--- src/rtl/adsr_manager.sv ---
// ADSR envelope for one voice: one-hot phase FSM plus an 18-bit saturating volume stepped on new_sample.
// Latency: 1 clk from pulse/tick to state/volume; no backpressure, events are single-cycle strobes.
module adsr_manager (
  input  logic        clk,
  input  logic        rst,
  input  logic        new_sample,
  input  logic        new_note_pulse,
  input  logic        release_note_pulse,
  input  logic [6:0]  attack_rate,
  input  logic [6:0]  decay_rate,
  input  logic [6:0]  release_rate,
  input  logic [6:0]  sustain_value,
  output logic [17:0] volume,
  output logic [4:0]  state
);

  typedef enum logic [4:0] {
    IDLE    = 5'b00001,
    ATTACK  = 5'b00010,
    DECAY   = 5'b00100,
    SUSTAIN = 5'b01000,
    RELEASE = 5'b10000
  } state_e;

  localparam logic [17:0] VOL_MAX = 18'h3FFFF;

  state_e      state_q, state_d;
  logic [17:0] volume_q, volume_d;

  // Largest step is 0x20000, so it always fits in the 18-bit volume width.
  function automatic logic [17:0] step_of(input logic [6:0] r);
    return ({11'd0, r} + 18'd1) << 10;
  endfunction

  logic [17:0] sus_lvl;
  logic [17:0] step_a, step_d, step_r;
  logic [18:0] atk_sum;

  always_comb begin
    sus_lvl = {sustain_value, 11'd0};
    step_a  = step_of(attack_rate);
    step_d  = step_of(decay_rate);
    step_r  = step_of(release_rate);
    atk_sum = {1'b0, volume_q} + {1'b0, step_a};

    state_d  = state_q;
    volume_d = volume_q;

    if (new_note_pulse) begin
      state_d = ATTACK;
    end else if (release_note_pulse &&
                 (state_q == ATTACK || state_q == DECAY || state_q == SUSTAIN)) begin
      state_d = RELEASE;
    end else if (new_sample) begin
      case (state_q)
        IDLE: begin
          volume_d = '0;
        end
        ATTACK: begin
          if (atk_sum >= {1'b0, VOL_MAX}) begin
            volume_d = VOL_MAX;
            state_d  = DECAY;
          end else begin
            volume_d = atk_sum[17:0];
          end
        end
        DECAY: begin
          // v - step <= S rewritten as v <= S + step to stay unsigned without wrap.
          if ({1'b0, volume_q} <= ({1'b0, sus_lvl} + {1'b0, step_d})) begin
            volume_d = sus_lvl;
            state_d  = SUSTAIN;
          end else begin
            volume_d = volume_q - step_d;
          end
        end
        SUSTAIN: begin
          volume_d = sus_lvl;
        end
        RELEASE: begin
          if (volume_q <= step_r) begin
            volume_d = '0;
            state_d  = IDLE;
          end else begin
            volume_d = volume_q - step_r;
          end
        end
        default: begin
          volume_d = '0;
          state_d  = IDLE;
        end
      endcase
    end
  end

  always_ff @(posedge clk) begin
    if (rst) begin
      state_q  <= IDLE;
      volume_q <= '0;
    end else begin
      state_q  <= state_d;
      volume_q <= volume_d;
    end
  end

  assign volume = volume_q;
  assign state  = state_q;

endmodule

--- config.mk ---
export PLATFORM = sky130hd
export DESIGN_NAME = adsr_manager
export DESIGN_NICKNAME = d
export VERILOG_FILES = /design/src/rtl/adsr_manager.sv
export SDC_FILE = /design/constraint.sdc
export NUM_CORES = 1
export LEC_CHECK = 0
export BUFFER_PORTS_ARGS = -buffer_cell sky130_fd_sc_hd__buf_2
export CAP_MARGIN = 20
export CORE_UTILIZATION = 45
export CTS_CLUSTER_DIAMETER = 60
export DETAILED_ROUTE_END_ITERATION = 7
export PLACE_DENSITY = 0.75
export SLEW_MARGIN = 30
export SYNTH_ARGS = -nofsm -noshare
export SYNTH_HDL_FRONTEND = slang
export SYNTH_SLANG_ARGS = --single-unit
export TNS_END_PERCENT = 30
--- constraint.sdc ---
create_clock -name clk -period 3.75 [get_ports clk]
set_input_delay 0.375 -clock clk [delete_from_list [all_inputs] [get_ports clk]]
set_output_delay 0.375 -clock clk [all_outputs]
set_load 0.01 [all_outputs]
==> results of run 1 <==
## final timing paths
check	startpoint	end	slack, ps	depth (start not counted)
min	new_note_pulse	state[1]	420	2
max reg2reg	volume[12]	state[0]	870	6
max	decay_rate[0]	volume[17]	170	18
min reg2reg	volume[10]	volume[10]	590	2
## metrics by stage
step / hold slack [ps] / total power, mW
after floorplan: 511.1 / 0.3284
after global placement: 564.2 / 0.4178
after detailed placement: 576.4 / 0.4252
after CTS: 409.4 / 0.5495
after global routing: 421.7 / 0.6039
final: 416.1 / 0.5706
## sequential cells by signal, summed over array words and instances (netlist names)
name    cells
volume      9
state       5
## cells in the final DEF, fill, tap and decap left out, types with 17 or more instances in the layout
master	Yosys	layout
xor2_1	21	20
nand3_1	22	21
nand2_1	23	23
o21ai_0	18	18
a21oi_1	25	23
ha_1	41	38
buf_2	4	55
xnor2_1	19	17
inv_1	24	24
buf_4	9	27
nor2_1	22	22
## power by group through the flow
stage                     Combinational, mW  Clock [mW]  Sequential (mW)
after floorplan                       0.171           0            0.158
after global placement                0.258           0            0.159
after detailed placement              0.266           0            0.159
after CTS                             0.267       0.126            0.156
after global routing                  0.317       0.131            0.157
final                                 0.288       0.126            0.157
## cell families (layout without fill, tap and decap cells)
kind of cell	after synthesis	count (layout)
AO/OA/AOI/OAI	105	105
adder cells (fa/ha/maj)	45	45
XOR/XNOR	40	40
flip-flops	14	14
buffers and inverters	41	109
AND/OR/NAND/NOR	108	108
multiplexers	4	4
## worst max-delay path, cell delays in order
cell	delay, ps
buf_2	130
ha_4	250
ha_4	160
fa_2	330
a21o_1	200
a21oi_2	150
o21bai_1	80
a21oi_1	170
xor2_1	90
ha_1	290
nand3_1	100
or4_1	410
and4_4	210
o31ai_4	120
buf_4	210
and2_2	150
a21oi_1	80
a221oi_2	230
## per-layer routing
metal	track usage, %	wire (um)
met5	0	0
met4	6.607	175
met3	1.932	463
met2	39.66	3633
met1	30.97	3433
## Yosys cell counts, types with 6 or more instances
cell type,count
xor2_1,21
inv_1,24
and3_1,8
a21o_1,7
dfxtp_1,14
nor2_1,22
o21a_1,6
xnor2_1,19
nand2_1,23
nand3_1,22
nor2b_1,6
a21oi_1,25
buf_4,9
o211ai_1,6
ha_1,41
o21ai_0,18
## what timing repair did
action	CTS	global route
endpoints found under the setup margin	2	13
gates resized for setup	0	13
endpoints found under the hold margin	0	0
pin swaps	1	10
cloned	0	0
buffers inserted	0	4
## layout make-up
type / instances / area, um2
fillers: 539 / 2562
multi-input cells: 302 / 2375
repair buffers: 82 / 478.0
flip-flops and latches: 14 / 280.3
well taps: 75 / 93.84
inverters: 24 / 90.09
clock buffers: 3 / 41.29
==> metrics, run 1 <==
MaxCap Viol Count 0; Starting Density 46.47%; Rows 28; Worst setup SP type input port; critical path arrival 3740 ps; Comb power frac 50.5%; xor and xnor area share after synthesis 12.73%; Net Switching 0.2082 mW; Clock Root Buffer clkbuf_8; Clock Skew 1.708 ps; Mapped Nets 435; Layout Nets 505; slack of the critical path 172.9 ps; clock share of power 22.1%; final WL 7706 um; sequential share of the synthesized area 10.19%; Core Footprint 5921 um2; Slew @ Worst Pin 959.9 ps; Yosys reg bits 14; Via Count 2913; clock latency on the worst-skew pair 240 ps; wire per inst 15.41 um; CTS Buf Count 3; DP HPWL 6193 um; number of synthesized flops with an enable pin 0; complex-gate fraction of the synthesized area 26.92%; sequential share of power 27.4%; Hold Vio Cnt, Final 0; ys flop type dfxtp_1; vias in the first global route 2535; mux cell area share after synthesis 1.501%; die width 80.20 um; GRT overflow 0; WS Path Type input port to register; first-pass GRT wire length 11760 um; Slew HR 35.57%; Layout Cells excl Fill 500; initial antenna violation count 0; hold_buf cts 0; Int Power 0.3624 mW; Peak VDD IR 0.1167 mV; Mapped Area 2751 um2; setup TNS 0 ps; switching fraction of total power 36.48%; Syn Inst Count 357; share of cells above drive strength 1 24.94%; All-Layer GR Usage 23.24%; Die ar. 6431 um2; period utilization 95.39%; DRT antenna net count 0; fmax 279.6 MHz; Layout area overhead 22.06%; post-route cell area 3358 um2; count of pins over their slew limit 0; asr flop ratio synth 0%; CP endpoint kind register; Antenna Cells 0; average cell area after synthesis 7.707 um2; Critical Path RT 3910 ps; largest family of logic cells by synthesized area compound AO/OA/AOI/OAI gates; dpl ws -267.8 ps; Synth Area in Adders 21.56%; Post-route DRC 0; status complete, no violations; Hold Crit Class input port to register; Post-DP Area 3201 um2; Yosys warnings 0; placed cells 493; Synth cell types 55; pin count of the biggest net entering global routing 16; final core occ 56.72%; total iterations of the first detailed-routing run 5; cell taking the most area after synthesis ha_1; Vert. Die Dim 80.20 um; CTS Sinks 14; clk buf depth 2; Clk pin slew, worst setup/hold paths 60 ps; num ports 56; Lkg Pwr 1.600 nW; H-tree level count 1; CTS tree done; synth top area cells ha_1 (19%), dfxtp_1 (10%), xor2_1 (6.7%); starting DRC count in detailed routing 220; critical path peak fanout 7; Pwr Density 169.9 nW/um2; Final setup violation count 0; area share of and/or/nand/nor cells after synthesis 20.10%; Port Buffers 55; post-synth top area share 18.64%; Tmin final 3577 ps; Vias/cell 5.826; gpl congestion 0.9066
Power figures use the tool's default switching activity.
==> inputs of run 2 (changes only) <==
- CORE_UTILIZATION: 45 -> 55
- PLACE_DENSITY: 0.75 -> 0.85
- clock period: 3.75 -> 3.8 ns (I/O delays scaled with it)
==> run 2 against run 1 <==
  * Core utilization increased by 12 points
  * Critical endpoint is now volume[14]
  * First-iteration DRC count fell by 10%
  * Global-route usage increased by 6.2 points
  * Die area is 18% lower
  * Via count increased by 2.8%
  * Clock-buffer cell count did not move
  * Final cell count fell by 3.4%
  * Highest routed layer unchanged
  * Hold slack lost 16 ps
  * Register-to-register slack got worse by 50 ps
==> metrics, run 2 (same netlist as run 1, synthesis figures left out) <==
critical path peak fanout 8; fmax 270.5 MHz; Starting Density 57.87%; GRT overflow 0; Critical path buffers and inverters 2; die width 72.73 um; clock latency on the worst-skew pair 250 ps; dpl ws -274.3 ps; WS Path Type input port to register; Slew @ Worst Pin 980.6 ps; Port Buffers 55; Vias/cell 6.203; final WL 8194 um; Antenna Cells 0; Hold Vio Cnt, Final 0; Layout Nets 496; fillers 411; setup TNS 0 ps; Final setup violation count 0; clk buf depth 2; Layout area overhead 19.55%; Peak VDD IR 0.1030 mV; status complete, no violations; starting DRC count in detailed routing 198; worst reg2reg path startpoint volume[12]; MaxCap Viol Count 0; slack of the critical path 103.4 ps; first-pass GRT wire length 12140 um; Critical Path RT 3970 ps; total iterations of the first detailed-routing run 7; H-tree level count 1; initial antenna violation count 0; switching fraction of total power 37.57%; Lkg Pwr 1.559 nW; Hold Crit Start new_note_pulse; Slew HR 34.19%; area of the multi-input gates 2384 um2; CTS tree done; Int Power 0.3512 mW; clock share of power 23.0%; CTS Sinks 14; storage element area 280.3 um2; Clock Root Buffer clkbuf_8; Vert. Die Dim 72.73 um; DRT antenna net count 0; critical-path cell list buf_2 -> ha_4 -> buf_4 -> nand3_1 -> xnor2_2 -> ha_1 -> a21oi_2 -> o21bai_1 -> a21oi_2 -> xor2_1 -> ha_1 -> nand3_1 -> or4_1 -> and4_4 -> o31ai_4 -> mux2i_1 -> o2111a_1 -> a211oi_2; CTS Buf Count 3; Rows 25; num ports 56; DP HPWL 6323 um; share of cells above drive strength 1 23.80%; Core Footprint 4755 um2; crit path from decay_rate[0]; All-Layer GR Usage 29.43%; Top delay family on crit path compound AO/OA/AOI/OAI gates; wire per inst 16.96 um; Comb power frac 49.6%; Hold Crit Class input port to register; commonest non-fill, non-tap cell in the layout buf_2; period utilization 97.28%; Pwr Density 171.0 nW/um2; Die ar. 5290 um2; count of pins over their slew limit 0; critical path arrival 3860 ps; Tmin final 3697 ps; sequential share of power 27.4%; Clock Skew 4.235 ps; Overall Power 0.5625 mW; CP max stage delay 510 ps; vias in the first global route 2721; flip-flop count of the largest register, all copies and words added 9; gpl congestion 0.9109; CP endpoint kind register; Worst setup SP type input port; Net Switching 0.2113 mW; Post-route DRC 0; Clk pin slew, worst setup/hold paths 60 ps; pin count of the biggest net entering global routing 16; Crit-path slowest cell or4_1; highest-count cells in the layout ignoring fill and taps buf_2 (55), ha_1 (38), inv_1 (24); Via Count 2996
run 2: changes by cell type in the layout (fill, tap and decap cells not counted):
| cell | previous run | this run |
|---|---|---|
| a21oi_1 | 23 | 22 |
| a21oi_2 | 2 | 3 |
| a221oi_2 | 1 | 0 |
| nor2_1 | 22 | 21 |
| xnor2_2 | 2 | 1 |
| a221oi_1 | 2 | 3 |
| xor2_1 | 20 | 19 |
| xnor2_4 | 0 | 1 |
| ha_4 | 3 | 2 |
| buf_4 | 27 | 18 |
| nor2_2 | 0 | 1 |
| xor2_2 | 1 | 2 |
| ha_2 | 0 | 1 |
run 2: stage by stage:
| step | utilization, % | instance area [um2] | hold slack (ps) | std cells |
|---|---|---|---|---|
| final | 69.18 | 3289 | 400.5 | 483 |
| after global routing | 69.18 | 3289 | 420.9 | 483 |
| after global placement | 65.84 | 3131 | 571.2 | 477 |
| after detailed placement | 65.84 | 3131 | 572.1 | 477 |
| after floorplan | - | 2761 | 516.1 | 357 |
| after CTS | 67.03 | 3187 | 396.4 | 481 |
run 2: worst paths after layout:
path | to | slack (ps) | cells after the start
max | volume[14] | 100 | 18
min | state[1] | 400 | 2
max reg2reg | state[0] | 820 | 6
min reg2reg | volume[10] | 590 | 2
run 2: power by group through the flow:
stage | Combinational (mW) | Sequential [mW] | Clock, mW
2_1_floorplan | 0.169 | 0.156 | 0
3_3_place_gp | 0.245 | 0.157 | 0
3_5_place_dp | 0.256 | 0.157 | 0
4_1_cts | 0.259 | 0.154 | 0.126
5_1_grt | 0.304 | 0.155 | 0.128
6_report | 0.279 | 0.154 | 0.129
run 2: worst reg2reg max path: stages, from the launching register on:
cell and delay, ps:
dfxtp_1 580, ha_1 350, nor2b_1 160, o31a_1 280, o21ai_1 780, o2111ai_4 300
a311o_1 420
run 2: layout make-up:
cell class | instances | area share, %
multi-input combinational | 302 | 72.46
clock buffer | 3 | 1.255
tap | 67 | 2.549
inverter | 24 | 2.739
timing repair buffer | 73 | 12.48
sequential | 14 | 8.520
run 2: routing by layer:
layer,vias up,part of all wire (%),GRT usage [%]
met2,165,47,51.61
met1,1364,41,36.52
li1,1432,-,-
met3,35,7.5,3.453
met4,0,3.9,11.98
met5,-,0,0
run 2: timing repair:
action	CTS	global route
pin swaps	0	5
hold buffers	0	0
gates resized for setup	2	12
buffers inserted	1	2
endpoints found under the setup margin	1	14
